[config.mk]
export PLATFORM = sky130hd
export DESIGN_NAME = index_vector_decoder_flat
export DESIGN_NICKNAME = d
export VERILOG_FILES = /design/src/rtl/index_vector_decoder_if.sv /design/src/rtl/index_vector_decoder.sv /design/src/flat_wrapper.sv
export SDC_FILE = /design/constraint.sdc
export NUM_CORES = 1
export LEC_CHECK = 0
export CAP_MARGIN = 10
export CORE_MARGIN = 2
export CORE_UTILIZATION = 35
export CTS_BUF_LIST = sky130_fd_sc_hd__clkbuf_4 sky130_fd_sc_hd__clkbuf_8 sky130_fd_sc_hd__clkbuf_16
export CTS_CLUSTER_DIAMETER = 60
export CTS_CLUSTER_SIZE = 40
export DETAILED_ROUTE_END_ITERATION = 10
export HOLD_SLACK_MARGIN = 0.05
export PLACE_DENSITY = 0.64
export SLEW_MARGIN = 10
export SYNTH_ARGS = -nofsm -noshare
export SYNTH_HDL_FRONTEND = slang
export SYNTH_SLANG_ARGS = --single-unit
[constraint.sdc]
create_clock -name clk -period 1.46 [get_ports clk]
set_input_delay 0.292 -clock clk [delete_from_list [all_inputs] [get_ports clk]]
set_output_delay 0.292 -clock clk [all_outputs]
set_load 0.05 [all_outputs]
[src/rtl/index_vector_decoder_if.sv]
// Framed index stream in, rebuilt vector out: both valid/ready handshakes of index_vector_decoder.
// master drives the index beats and vec_ready; slave is the decoder itself.
interface index_vector_decoder_if #(
    parameter int unsigned IDX_W = 3
);
    logic [IDX_W-1:0]        idx;
    logic                    idx_null;
    logic                    idx_last;
    logic                    idx_valid;
    logic                    idx_ready;
    logic [(1<<IDX_W)-1:0]   vec;
    logic [IDX_W:0]          vec_cnt;
    logic                    dup_err;
    logic                    vec_valid;
    logic                    vec_ready;

    modport master (
        output idx, idx_null, idx_last, idx_valid, vec_ready,
        input  idx_ready, vec, vec_cnt, dup_err, vec_valid
    );

    modport slave (
        input  idx, idx_null, idx_last, idx_valid, vec_ready,
        output idx_ready, vec, vec_cnt, dup_err, vec_valid
    );
endinterface

[src/rtl/index_vector_decoder.sv]
// Rebuilds a one-hot request mask from a framed stream of priority-encoded indices.
// Optional repeated-index reporting is compiled in with `define IDX_DUP_CHECK_EN.
module index_vector_decoder #(
    parameter int unsigned IDX_W = 3
) (
    input logic                   clk,
    input logic                   rst,
    index_vector_decoder_if.slave bus
);
    localparam int unsigned VecW = 1 << IDX_W;
    localparam int unsigned CntW = IDX_W + 1;

    typedef enum logic {
        StAccum,
        StHold
    } state_e;

    state_e          state_q;
    logic [VecW-1:0] acc_q;
    logic [CntW-1:0] cnt_q;
    logic [VecW-1:0] vec_q;
    logic [CntW-1:0] vec_cnt_q;
    logic            vec_valid_q;

    logic [VecW-1:0] bit_oh;
    logic [VecW-1:0] acc_nxt;
    logic [CntW-1:0] cnt_nxt;
    logic            accept;

    assign accept = bus.idx_valid && (state_q == StAccum);

    always_comb begin
        bit_oh = '0;
        if (!bus.idx_null) begin
            bit_oh[bus.idx] = 1'b1;
        end
    end

    assign acc_nxt = acc_q | bit_oh;
    // Count saturates at all-ones instead of wrapping.
    assign cnt_nxt = (cnt_q == {CntW{1'b1}}) ? cnt_q : cnt_q + 1'b1;

    always_ff @(posedge clk or posedge rst) begin
        if (rst) begin
            state_q     <= StAccum;
            acc_q       <= '0;
            cnt_q       <= '0;
            vec_q       <= '0;
            vec_cnt_q   <= '0;
            vec_valid_q <= 1'b0;
        end else begin
            unique case (state_q)
                StAccum: begin
                    if (accept) begin
                        if (bus.idx_last) begin
                            vec_q       <= acc_nxt;
                            vec_cnt_q   <= cnt_nxt;
                            vec_valid_q <= 1'b1;
                            acc_q       <= '0;
                            cnt_q       <= '0;
                            state_q     <= StHold;
                        end else begin
                            acc_q <= acc_nxt;
                            cnt_q <= cnt_nxt;
                        end
                    end
                end
                StHold: begin
                    if (bus.vec_ready) begin
                        vec_valid_q <= 1'b0;
                        state_q     <= StAccum;
                    end
                end
                default: state_q <= StAccum;
            endcase
        end
    end

`ifdef IDX_DUP_CHECK_EN
    logic dup_q;
    logic dup_err_q;
    logic dup_nxt;

    // Sticky: any non-null beat landing on an already-set bit, including earlier in this frame.
    assign dup_nxt = dup_q | (|(acc_q & bit_oh));

    always_ff @(posedge clk or posedge rst) begin
        if (rst) begin
            dup_q     <= 1'b0;
            dup_err_q <= 1'b0;
        end else if (accept) begin
            if (bus.idx_last) begin
                dup_err_q <= dup_nxt;
                dup_q     <= 1'b0;
            end else begin
                dup_q <= dup_nxt;
            end
        end else if (state_q == StHold && bus.vec_ready) begin
            dup_err_q <= 1'b0;
        end
    end

    assign bus.dup_err = dup_err_q;
`else
    assign bus.dup_err = 1'b0;
`endif

    assign bus.idx_ready = (state_q == StAccum);
    assign bus.vec       = vec_q;
    assign bus.vec_cnt   = vec_cnt_q;
    assign bus.vec_valid = vec_valid_q;
endmodule

[src/flat_wrapper.sv]
// flat-port wrapper written by rule: the top's interface ports become plain ports
module index_vector_decoder_flat 
#(
    parameter int unsigned IDX_W = 3
)
  (clk, rst, bus_idx, bus_idx_null, bus_idx_last, bus_idx_valid, bus_vec_ready, bus_idx_ready, bus_vec, bus_vec_cnt, bus_dup_err, bus_vec_valid);
  index_vector_decoder_if #(.IDX_W(IDX_W)) bus_i ();
  input logic clk;
  input logic rst;
  input wire logic [$bits(bus_i.idx)-1:0] bus_idx;
  input wire logic [$bits(bus_i.idx_null)-1:0] bus_idx_null;
  input wire logic [$bits(bus_i.idx_last)-1:0] bus_idx_last;
  input wire logic [$bits(bus_i.idx_valid)-1:0] bus_idx_valid;
  input wire logic [$bits(bus_i.vec_ready)-1:0] bus_vec_ready;
  output wire logic [$bits(bus_i.idx_ready)-1:0] bus_idx_ready;
  output wire logic [$bits(bus_i.vec)-1:0] bus_vec;
  output wire logic [$bits(bus_i.vec_cnt)-1:0] bus_vec_cnt;
  output wire logic [$bits(bus_i.dup_err)-1:0] bus_dup_err;
  output wire logic [$bits(bus_i.vec_valid)-1:0] bus_vec_valid;
  assign bus_i.idx = bus_idx;
  assign bus_i.idx_null = bus_idx_null;
  assign bus_i.idx_last = bus_idx_last;
  assign bus_i.idx_valid = bus_idx_valid;
  assign bus_i.vec_ready = bus_vec_ready;
  assign bus_idx_ready = bus_i.idx_ready;
  assign bus_vec = bus_i.vec;
  assign bus_vec_cnt = bus_i.vec_cnt;
  assign bus_dup_err = bus_i.dup_err;
  assign bus_vec_valid = bus_i.vec_valid;
  index_vector_decoder #(.IDX_W(IDX_W)) u_core (.clk(clk), .rst(rst), .bus(bus_i));
endmodule
==> run_results.csv <==
group,metric,value,unit
synthesis,synthTopCellsByArea,"dfrtp_1 (56%), a21oi_1 (6.0%), nand2_1 (5.5%)",
power_and_ir_drop,sw_frac_of_total,33.35,%
power_and_ir_drop,combPwrFrac,36.8,%
layout,antenna_cells,0,
clock_tree,cts_buffers,3,
sta,rsz0062_at_grt,"false",
synthesis,synth-edff-count,0,
sta,period_share,93.76,%
sta,fin_setup_tns,0,ns
run_status,outcome,"finished, final reports clean",
clock_tree,clk_latency,0.32,ns
sta,drv_slew,0,
placed_design,port_buffers,22,
layout,final_cell_mix,"dfrtp_1 (25), nand2_1 (17), a21oi_1 (14), buf_12 (14)",
clock_tree,clockBufferDepth,2,
synthesis,yosysWarnings,0,
synthesis,ys_seq_area_share,56.09,%
sta,setup_viol,0,
global_routing,antenna_found_initial,0,
power_and_ir_drop,p_leak,0.0007616,uW
placed_design,gp_congestion,0.7879,
drt,vias_per_cell,4.853,
synthesis,netlist_area,1160,um^2
power_and_ir_drop,p_int,1507,uW
global_routing,grt-busiest-layer,"met2",
worst_setup_path,r2r_start,"u_core.cnt_q[1]",
power_and_ir_drop,power_switching,754.1,uW
clock_tree,root_buffer,"clkbuf_4",
floorplanning,core_area,3103,um^2
power_and_ir_drop,p_seq_share,41.5,%
worst_setup_path,rr_worst_depth,4,
floorplanning,die_x,61.57,um
floorplanning,row_count,20,
clock_tree,post_cts_buffers,0,
floorplanning,die_h,61.57,um
global_routing,grt_use_met3,2.101,%
synthesis,async_flop_share,100.0,%
global_routing,grtUsageMet2,20.15,%
job,drv_cap,0,
clock_tree,cts.htree.levels,1,
worst_setup_path,startpoint_type,"flip-flop",
worst_setup_path,cp.required,1.68,ns
drt,vias,922,
global_routing,grt_max_degree,27,
power_and_ir_drop,power_frac_clock,21.7,%
synthesis,synth-xor-area-share,0.7551,%
global_routing,track_usage,13.31,%
synthesis,synth-simple-area-share,19.53,%
worst_setup_path,critPathCaptureType,"flip-flop",
synthesis,netlist_instances,115,
drt,dr.pass1.iters,4,
global_routing,overflow,0,
clock_tree,path_clk_slew,0.14,ns
sta,max_freq,730.5,MHz
synthesis,muxShareOfSynthArea,2.697,%
synthesis,synthesis.nets,125,
floorplanning,die_area,3790,um^2
layout,fin_area,1669,um^2
sta,period_needed,1.369,ns
drt,wl,2.178,mm
clock_tree,cts_tree,"built",
worst_setup_path,critical_path_peak_fanout,5,
power_and_ir_drop,p_total,2261,uW
synthesis,synth_top_area_cell,"dfrtp_1",
power_and_ir_drop,powerDensity,1355,nW/um^2
synthesis,ys_ff_latch,26,
floorplanning,start_util,37.38,%
worst_setup_path,rr_endpoint,"u_core.cnt_q[0]",
synthesis,ys_types,29,
synthesis,synth_top_cell_area_share,56.09,%
sta,whs,0.3093,ns
layout,final_nets,157,
drt,postRouteAntennaNets,0,
synthesis,synth_flop_cell,"dfrtp_1",
sta,finalHoldViolCount,0,
power_and_ir_drop,ir_worst_vdd,0.5630,mV
layout,n_fill_cell,286,
floorplanning,pin_count,24,
placed_design,dpl_cell_area,1615,um^2
worst_setup_path,arrival,1.59,ns
global_routing,grt_pass1_vias,850,
placed_design,pre_cts_slack,-0.1787,ns
layout,synthToLayoutAreaGrowth,43.91,%
synthesis,synth_compound_area_share,16.50,%
worst_setup_path,critPathKind,"flip-flop to flip-flop",
sta,layout_setup_ws,0.09107,ns
synthesis,syn_avg_cell_area,10.09,um^2
drt,first_iter_violations,12,
drt,drcViolationCount,0,
worst_hold_path,worstHoldPathType,"input port to async pin",
sta,skew,0.005851,ns
global_routing,use_met1,18.09,%
drt,wl_per_cell,11.46,um
layout,drive_above_1_share,23.29,%
placed_design,place_hpwl,1.675,mm
layout,final_common_cell,"dfrtp_1",
global_routing,grt_first_pass_wirelength,3.719,mm
worst_setup_path,r2r_slack,0.09,ns
synthesis,synth_top_family_by_area,"simple AND/OR/NAND/NOR gates",
synthesis,synthAdderAreaFrac,1.079,%
clock_tree,clock-sinks,26,
worst_setup_path,crit_start,"u_core.cnt_q[1]",
==> worst max-delay path, cell delays in order (launching register included) <==
cell     delay, ns
dfrtp_1       0.41
ha_1          0.27
nand3_2       0.15
nor3b_1       0.19
mux2_2        0.26
==> per-layer routing <==
metal  wire length, um  share of wire [%]  vias to the layer above
met5                 0                  0                        -
met1              1075                 49                      422
met3                94                4.3                        5
li1                  -                  -                      466
met4                53                2.4                        0
met2               956                 44                       29
==> power groups by stage <==
| stage | logic, uW | clock network (uW) | registers (uW) |
|---|---|---|---|
| global placement | 830 | 0 | 950 |
| CTS | 841 | 503 | 940 |
| detailed placement | 838 | 0 | 957 |
| global route | 887 | 535 | 955 |
| floorplan | 198 | 0 | 1150 |
| finish | 832 | 491 | 939 |
==> synth_stat cells (2+ instances only) <==
library cell,number
nor2_1,12
a31oi_1,4
a21oi_1,14
mux2i_1,2
nor2b_1,3
dfrtp_1,26
nand2_1,17
o31ai_1,2
o21ai_0,12
buf_4,3
inv_1,2
==> logic make-up after synthesis <==
logic type | count (synthesis)
AO/OA/AOI/OAI | 35
XOR/XNOR | 1
adder cells (fa/ha/maj) | 1
buffers and inverters | 6
flip-flops | 26
multiplexers | 3
other | 1
AND/OR/NAND/NOR | 42
==> stage by stage <==
step | util (%) | instances
floorplan | - | 115
global placement | 52.06 | 186
detailed placement | 52.06 | 186
CTS | 53.75 | 190
global route | 53.79 | 190
finish | 53.79 | 190
==> state kept, by name, summed over array words and instances (netlist names) <==
name	flops
u_core.bus.vec_cnt	4
u_core.acc_q	8
u_core.bus.vec_valid	1
u_core.cnt_q	4
u_core.state_q	1
u_core.bus.vec	8
==> repair_timing <==
item / in CTS / in global routing
endpoints found under the setup margin: 0 / 1
hold buffers: 0 / 0
gates resized for setup: 0 / 1
==> final cells by class <==
type / instances / area [um^2] / share of cell area, %
tap: 44 / 55.05 / 3.298
timing repair buffer: 31 / 427.9 / 25.64
clock inverter: 1 / 30.03 / 1.799
multi-input combinational: 83 / 474.2 / 28.41
inverter: 2 / 7.507 / 0.4498
sequential: 26 / 651.9 / 39.06
clock buffer: 3 / 22.52 / 1.349
==> worst max-delay path by stage <==
stage	to	slack, ns	depth (start not counted)
after floorplan	u_core.cnt_q[0]	0.19	4
after global placement	u_core.acc_q[5]	-0.14	4
after detailed placement	u_core.acc_q[4]	-0.18	4
after CTS	bus_idx_ready	0.05	2
after global routing	u_core.bus.vec_cnt[3]	0.03	4
final	u_core.cnt_q[0]	0.09	4
(Power assumes the default switching activity.)
